**src/rtl/lc3b_types.sv**
```systemverilog
// Shared LC-3b bus types plus the memory responder's FSM state encoding.
package lc3b_types;

  typedef logic [15:0] lc3b_word;
  typedef logic [1:0]  lc3b_mem_wmask;

  typedef enum logic [1:0] {
    IDLE,
    BUSY,
    RESP
  } mem_responder_state_t;

endpackage

```
**src/rtl/mem_responder_array.sv**
```systemverilog
// Word-addressed storage: synchronous byte-lane writes, combinational read, no reset.
module mem_responder_array
  import lc3b_types::*;
#(
  parameter int unsigned ADDR_BITS = 8
) (
  input  logic                 clk,
  input  logic                 we,
  input  logic [ADDR_BITS-1:0] addr,
  input  lc3b_mem_wmask        byte_en,
  input  lc3b_word             wdata,
  output lc3b_word             rdata
);

  lc3b_word mem [2**ADDR_BITS];

  always_ff @(posedge clk) begin
    if (we) begin
      if (byte_en[0]) mem[addr][7:0]  <= wdata[7:0];
      if (byte_en[1]) mem[addr][15:8] <= wdata[15:8];
    end
  end

  assign rdata = mem[addr];

endmodule

```
**src/rtl/mem_responder.sv**
```systemverilog
// Fixed-latency memory responder: accepts one read/write at a time and
// answers with a single-cycle mem_resp LATENCY+1 cycles after acceptance.
module mem_responder
  import lc3b_types::*;
#(
  parameter int unsigned LATENCY   = 2,
  parameter int unsigned ADDR_BITS = 8
) (
  input  logic          clk,
  input  logic          rst,
  input  lc3b_word      mem_address,
  input  logic          mem_read,
  input  logic          mem_write,
  input  lc3b_mem_wmask mem_byte_enable,
  input  lc3b_word      mem_wdata,
  output lc3b_word      mem_rdata,
  output logic          mem_resp,
  output logic          proto_err
);

  localparam logic [3:0] CNT_LOAD = (LATENCY > 0) ? 4'(LATENCY - 1) : 4'd0;

  mem_responder_state_t state, next_state;
  logic [3:0]           cnt;
  logic [ADDR_BITS-1:0] cap_addr, eff_addr;
  lc3b_word             cap_wdata, eff_wdata, arr_rdata;
  lc3b_mem_wmask        cap_be, eff_be;
  logic                 cap_write, eff_write;
  logic                 req, accept, abort, enter_resp, arr_we;
  logic                 addr_unused;

  assign req         = mem_read | mem_write;
  assign addr_unused = mem_address[0] ^ (|(mem_address >> (ADDR_BITS + 1)));

  always_ff @(posedge clk or posedge rst) begin
    if (rst) state <= IDLE;
    else     state <= next_state;
  end

  always_comb begin
    next_state = state;
    case (state)
      IDLE: if (req) next_state = (LATENCY == 0) ? RESP : BUSY;
      BUSY: begin
        if (!req)              next_state = IDLE;
        else if (cnt == '0)    next_state = RESP;
      end
      RESP:    next_state = IDLE;
      default: next_state = IDLE;
    endcase
  end

  // With LATENCY=0 the commit edge is also the acceptance edge, so the
  // live inputs stand in for the not-yet-captured copies while in IDLE.
  always_comb begin
    mem_resp   = (state == RESP);
    accept     = (state == IDLE) && req;
    abort      = (state == BUSY) && !req;
    enter_resp = (next_state == RESP) && (state != RESP);
    eff_addr   = cap_addr;
    eff_wdata  = cap_wdata;
    eff_be     = cap_be;
    eff_write  = cap_write;
    if (state == IDLE) begin
      eff_addr  = mem_address[ADDR_BITS:1];
      eff_wdata = mem_wdata;
      eff_be    = mem_byte_enable;
      eff_write = mem_write;
    end
    arr_we = enter_resp && eff_write && !rst;
  end

  always_ff @(posedge clk or posedge rst) begin
    if (rst) begin
      cnt       <= '0;
      cap_addr  <= '0;
      cap_wdata <= '0;
      cap_be    <= '0;
      cap_write <= 1'b0;
      mem_rdata <= '0;
      proto_err <= 1'b0;
    end else begin
      if (accept) begin
        cnt       <= CNT_LOAD;
        cap_addr  <= mem_address[ADDR_BITS:1];
        cap_wdata <= mem_wdata;
        cap_be    <= mem_byte_enable;
        cap_write <= mem_write;
      end else if (state == BUSY && cnt != '0) begin
        cnt <= cnt - 4'd1;
      end
      if (enter_resp && !eff_write) mem_rdata <= arr_rdata;
      if ((accept && mem_read && mem_write) || abort) proto_err <= 1'b1;
    end
  end

  mem_responder_array #(
    .ADDR_BITS(ADDR_BITS)
  ) u_array (
    .clk    (clk),
    .we     (arr_we),
    .addr   (eff_addr),
    .byte_en(eff_be),
    .wdata  (eff_wdata),
    .rdata  (arr_rdata)
  );

endmodule

```
**config.mk**
```make
export PLATFORM = sky130hd
export DESIGN_NAME = mem_responder
export DESIGN_NICKNAME = d
export VERILOG_FILES = /design/src/rtl/lc3b_types.sv /design/src/rtl/mem_responder_array.sv /design/src/rtl/mem_responder.sv
export SDC_FILE = /design/constraint.sdc
export NUM_CORES = 2
export LEC_CHECK = 0
export CAP_MARGIN = 10
export CELL_PAD_IN_SITES_DETAIL_PLACEMENT = 1
export CELL_PAD_IN_SITES_GLOBAL_PLACEMENT = 1
export CORE_ASPECT_RATIO = 1.5
export CORE_UTILIZATION = 59
export DETAILED_ROUTE_END_ITERATION = 8
export PLACE_DENSITY = 0.83
export SLEW_MARGIN = 40
export SYNTH_ARGS = -nofsm -noshare
export SYNTH_HDL_FRONTEND = slang
export SYNTH_SLANG_ARGS = --single-unit
```
**constraint.sdc**
```tcl
create_clock -name clk -period 9.8 [get_ports clk]
set_input_delay 1.47 -clock clk [delete_from_list [all_inputs] [get_ports clk]]
set_output_delay 1.47 -clock clk [all_outputs]
set_load 0.02 [all_outputs]
```
# [Word level (Yosys, flattened, before mapping)]
# Memories as Yosys holds them, arrays and structs flattened. A register that Yosys moved wholly into a read port is not among the register bits.
# Cells that the tools add are included.
[totals] reg_bits=34 latch_bits=0 mem_bits_rw=4096 romBits=0 inputBits=38 out_inout_bits=18 word_cells=47 mem_count=1
[op_classes] n_addsub=1 mul=0 div_mod_pow=0 order_cmp=0 n_eq_ne=4 shifts=0 n_mux=16 n_bitwise=1 n_reduce_logical=17
[mem_list] memory="u_array.mem" depth=256 word_bits=16 read_ports=1 rd_ports_with_merged_regs=1 wr=1 line="mem_responder_array.sv:15" text="lc3b_word mem [2**ADDR_BITS];"
[ops] op="$mux 16" count=1
[ops] op="$logic_and 1x1->1" count=9
[ops] op="$mux 2" count=4
[ops] op="$mux 4" count=2
[ops] op="$mux 8" count=1
[ops] op="$mux 1" count=7
[ops] op="$eq 2x2->1 const B" count=2
[ops] op="$logic_not 4->1" count=1
[ops] op="$pmux 2 s2" count=1
[ops] op="$reduce_bool 4->1" count=1
[ops] op="$sub 4x1->4 const B" count=1
[ops] op="$logic_not 1->1" count=3
[ops] op="$eq 2x1->1 const B" count=1
[ops] op="$logic_not 2->1" count=1
[ops] op="$ne 2x2->1 const B" count=1
[ops] op="$reduce_bool 2->1" count=1
[ops] op="$logic_or 1x1->1" count=1
[ops] op="$or 1x1->1" count=1

# [Longest topological paths before layout]
[logic_depth] word_depth=10 mapped_depth=13 depth_no_buf=9

# [By module]
# Synthesis repeated with hierarchy kept, for this count alone.
[unflattened] cells_unflattened=7237 hier_area_um2=158751.0
[by_module_without_submodules] module="mem_responder_array" instances=1 cells_each=7020 area_each_um2=156373.7 seq_area_each_um2=122998.0
[by_module_without_submodules] module="mem_responder" instances=1 cells_each=217 area_each_um2=2377.3 seq_area_each_um2=1251.2

# [Worst setup path after synthesis]
# OpenSTA, ideal clock, no wires.
[synth_path] path_type="register to register" start="register state[1]" end="memory u_array.mem[0][10] (netlist name), data pin" setup_ns=0.823 arrival_time_ns=5.121 required_time_ns=8.977 setup_slack_ns=3.857 stages_incl_launch_ff=10 n_path_buf=6 period_less_slack_ns=5.943 cell_sequence="dfrtp_1 buf_6 nor2_8 buf_4 clkbuf_1 clkbuf_1 buf_1 clkbuf_1 nand2_1 nand2_1"
[synth_between] elab_chain_cells=2
[synth_lines] element="start: declaration" line="mem_responder.sv:23" text="mem_responder_state_t state, next_state;"
[synth_lines] element="start signal: assignment" line="mem_responder.sv:37" text="else state <= next_state;"
[synth_lines] element="$logic_not 2->1" line="mem_responder.sv:64" text="if (state == IDLE) begin"
[synth_lines] element="$mux 16" line="mem_responder.sv:64"
[synth_lines] element="named net eff_wdata[10]" line="mem_responder.sv:26" text="lc3b_word cap_wdata, eff_wdata, arr_rdata;"
[synth_lines] element="end: declaration" line="mem_responder_array.sv:15"
# The timed path passes the listed nets, and every way through them passes these cells.

# [Worst setup path in the final report]
[layout_path] start="register state[1]" end="register mem_rdata[13] (read register of u_array.mem)"
[layout_between] elab_chain_cells=6 word_cells_on_any_way=13 classes_between="eq/ne (3); mux (6); reduce/logical (4)"
[layout_lines] element="$mux 2" line="mem_responder.sv:46" text="else if (cnt == '0) next_state = RESP;"
[layout_lines] element="$mux 2" line="mem_responder.sv:45" text="if (!req) next_state = IDLE;"
[layout_lines] element="$pmux 2 s2" line="mem_responder.sv:42" text="case (state)"
[layout_lines] element="$eq 2x2->1" line="mem_responder.sv:59" text="enter_resp = (next_state == RESP) && (state != RESP);"
[layout_lines] element="$logic_and 1x1->1" line="mem_responder.sv:59"
[layout_lines] element="$logic_and 1x1->1" line="mem_responder.sv:92" text="if (enter_resp && !eff_write) mem_rdata <= arr_rdata;"
[layout_lines] element="end: declaration" line="mem_responder.sv:16" text="output lc3b_word mem_rdata,"
# Several ways; a longest one is shown, not always the timed one.
# A chain may end at the register's enable or synchronous reset.

==> impl_metrics.ini <==
[status]
status = finished, final reports clean

[min_path]
min_to = proto_err$_DFFE_PP0P_
min_from = proto_err$_DFFE_PP0P_
hold_depth = 1
min_path_type = reg2reg

[setup_path]
end_kind = flop
critical-path-max-stage-delay_ns = 1.07
arrival_ns = 7.20
worstSetupPathType = reg2reg
crit_chain = or2_1 > buf_4 > or3_1 > o31a_4 > buf_4 > a21oi_1 > o41ai_1 > a41oi_1 > nor4_1 > o21ai_1
setup.worst_path.start_class = flop
r2r_cells = 10
worstReg2RegEnd = mem_rdata[13]$_DFFE_PP0P_
cp.required_ns = 10.56
path_common_cell = buf_4
slowest_stage = o41ai_1
r2r_slack_ns = 3.36
r2r_start = state[1]$_DFF_PP0_
critPathMaxFanout = 39

[clocking]
cts_sinks = 4146
clkTransAtPathRegs_ns = 0.07
clk_latency_ns = 0.94
tritoncts = done
cts_inserted_buffers = 358
clock_path_buffers = 4
cts_resized = 0
cts_setup_buffers = 0
ctsHoldBuffers = 0
cts-root-buf = clkbuf_16
htreeDepth = 5

[floorplanning]
io_pins = 56
die_y_um = 628
core_area_mm2 = 0.260
dieArea_mm2 = 0.264
die_x_um = 420
start_util_pct = 59.4
fp-row-count = 229

[run]
max-cap-violations = 0

[global_route]
track_usage_pct = 38.5
grt_pass1_wl_mm = 726
grt_max_degree = 190
grt_overflow = 0
antenna_found_initial = 28
grt_pass1_vias = 98400

[timing]
maxSlewHeadroom_pct = 5.69
setup_viol = 0
fmax_ghz = 0.155
fin_skew_ns = 0.0735
rsz0062_at_grt = no
tightest_slew_ns = 1.40
finalCritPeriodShare_pct = 65.7
layout_min_cycle_time_ns = 6.44
drv_slew = 0
hold_viol_final = 0
fin_setup_tns_ns = 0

[yosys]
avgSynthCellArea_um2 = 17.2
synthTopCellsByArea = edfxtp_1 (80%), a22oi_1 (8.6%), a21oi_1 (2.9%), nor2_1 (1.3%), o41ai_1 (1.2%)
synth_nets = 8994
synth_seq_cells = 4146
yosysSeqAreaShare_pct = 80.5
ys.flop_type = edfxtp_1
yosys.area.top_type_share_pct = 79.7
synth_largest_area_cell = edfxtp_1
synth-async-reset-ratio_pct = 1.21
synth_cell_types = 54
yosys_warnings = 0
netlist_instances = 8955
synth_area_mm2 = 0.154
synth_edf_count = 4096

[power]
pwr-share-seq_pct = 40.4
power_frac_comb_pct = 33.3
p_sw_w = 0.0224
powerDensity_mw_per_mm2 = 338
swShare_pct = 38.8
intPower_w = 0.0354
peakVddDrop_mv = 0.368
power_frac_clock_pct = 26.3
power_leakage_nw = 51.0

[route]
drt_first_pass_iters = 8
drtAntennaViolNets = 0
wl_met1_mm = 167
route.detailed.drc = 0
num_vias = 101000
routed_wl_mm = 562
avgViaCountPerCell = 7.99
maxUsedRoutingLayer = met5
drt-initial-drc-count = 18100
wl_met3_mm = 70.9
wl_per_cell_um = 44.6
dr_wl_met2_mm = 264

[cells_and_area]
drive_above_1_share_pct = 9.96
areaGrowthSynthToFinish_pct = 10.7
final_core_util_pct = 65.8
nets = 8890

[placed_design]
dp_hpwl_mm = 270
numPortBuffers = 47
finalWeightedCongestion = 0.866
[per-stage QoR]
stage	cells	instance area (um2)	setup WS [ns]	power, W	hold slack, ns
2_1_floorplan	8955	154000	3.86	0.0344	0.466
3_3_place_gp	11900	158000	3.39	0.0391	0.482
3_5_place_dp	11900	158000	3.26	0.0406	0.480
4_1_cts	12600	170000	4.05	0.0556	0.508
5_1_grt	12600	171000	3.53	0.0581	0.519
6_report	12600	171000	3.36	0.0578	0.506
[cells by family after synthesis]
| family | after synthesis | synth area share, % |
|---|---|---|
| compound gates | 3362 | 15.2 |
| xor+xnor | 3 | 0.0170 |
| fa+ha+maj | 1 | 0.00810 |
| buf+inv | 701 | 2.19 |
| flops | 4146 | 80.5 |
| mux | 27 | 0.196 |
| simple gates | 715 | 1.86 |
[cells in the mapped netlist, types with 2 or more instances]
cell type,count
nand2_1,122
or4b_4,2
nand3b_1,4
o21a_2,2
a22o_1,145
nand3_1,7
a41oi_1,57
nor2_1,529
a21oi_1,888
nor3_1,3
nand2b_1,10
nor4_1,21
mux2_2,26
buf_6,10
o21ai_0,39
dfrtp_1,50
a31oi_1,2
nor2b_1,2
o21ai_2,2
a22oi_1,1759
inv_1,6
o22ai_1,77
buf_1,50
buf_2,326
or4_1,4
o31ai_1,3
o21ai_1,14
a221oi_1,144
o21a_1,6
o32a_1,4
nor3b_1,3
edfxtp_1,4096
o31a_1,2
buf_4,69
xor2_1,2
or3_1,3
o41ai_1,210
clkbuf_1,240
[power by group through the flow]
stage	sequential [W]	clock, W	combinational (W)
4_1_cts	0.0234	0.0146	0.0176
2_1_floorplan	0.0249	0	0.00959
6_report	0.0234	0.0152	0.0192
3_5_place_dp	0.0238	0	0.0168
3_3_place_gp	0.0237	0	0.0153
5_1_grt	0.0234	0.0155	0.0192
[layer usage]
metal  global-route usage (%)  up-vias
met2                     62.5    11100
met3                     8.63     3150
li1                         -    36900
met4                     30.9       22
met5                        0        -
met1                     44.0    49600
[worst max-delay path: cells and delay by family (launching register included)]
kind | cells | cell delay [ns]
AOI/OAI and AO/OA | 5 | 3.04
and+or+nand+nor | 3 | 1.39
buffers and inverters | 2 | 1.10
DFF | 1 | 0.71
[cell usage in the layout (no fill, tap or decap), types with 18 or more instances in the layout]
cell             Yosys  layout
a41oi_1             57      40
a22o_1             145     145
nand2_1            122      71
nor2_2               0      63
buf_4               69     114
edfxtp_1          4096    4096
clkinv_2             0      49
o22ai_1             77      77
a21oi_1            888     888
clkbuf_1           240      70
clkbuf_16            0     369
buf_12               0      37
a221oi_1           144     144
dfrtp_1             50      50
a22oi_1           1759    1759
clkdlybuf4s50_1      0      47
o41ai_1            210     160
nand2_4              0      26
o41ai_2              0      47
nor4_1              21      18
bufinv_16            0      45
mux2_2              26      26
nor2_1             529     465
clkinv_1             0      79
o21ai_0             39      37
[sequential cells by signal, indices dropped and copies added, names as in the netlist]
name and count:
proto_err 1, cap_wdata 16, u_array.mem 4096, cnt 4
mem_rdata 16, cap_be 2, state 2, cap_addr 8
cap_write 1
[worst max path at each step]
stage | from | to | slack [ns]
after floorplan | state[1]$_DFF_PP0_ | u_array.mem[0][10]$_DFFE_PP_ | 3.86
after global placement | mem_address[2] | mem_rdata[14]$_DFFE_PP0P_ | 3.39
after detailed placement | mem_address[1] | mem_rdata[7]$_DFFE_PP0P_ | 3.26
after CTS | mem_address[1] | mem_rdata[4]$_DFFE_PP0P_ | 4.05
after global routing | state[1]$_DFF_PP0_ | mem_rdata[13]$_DFFE_PP0P_ | 3.53
final | state[1]$_DFF_PP0_ | mem_rdata[13]$_DFFE_PP0P_ | 3.36
[layout make-up]
| type | instances | area [um2] |
|---|---|---|
| timing repair buffer | 231 | 2610 |
| tap | 3465 | 4340 |
| sequential | 4146 | 124000 |
| fill | 21300 | 89000 |
| clock buffer | 439 | 9500 |
| multi-input combinational | 4108 | 28000 |
| antenna | 14 | 35.0 |
| clock inverter | 201 | 2160 |
| inverter | 6 | 22.5 |
Power figures use the tool's default switching activity.
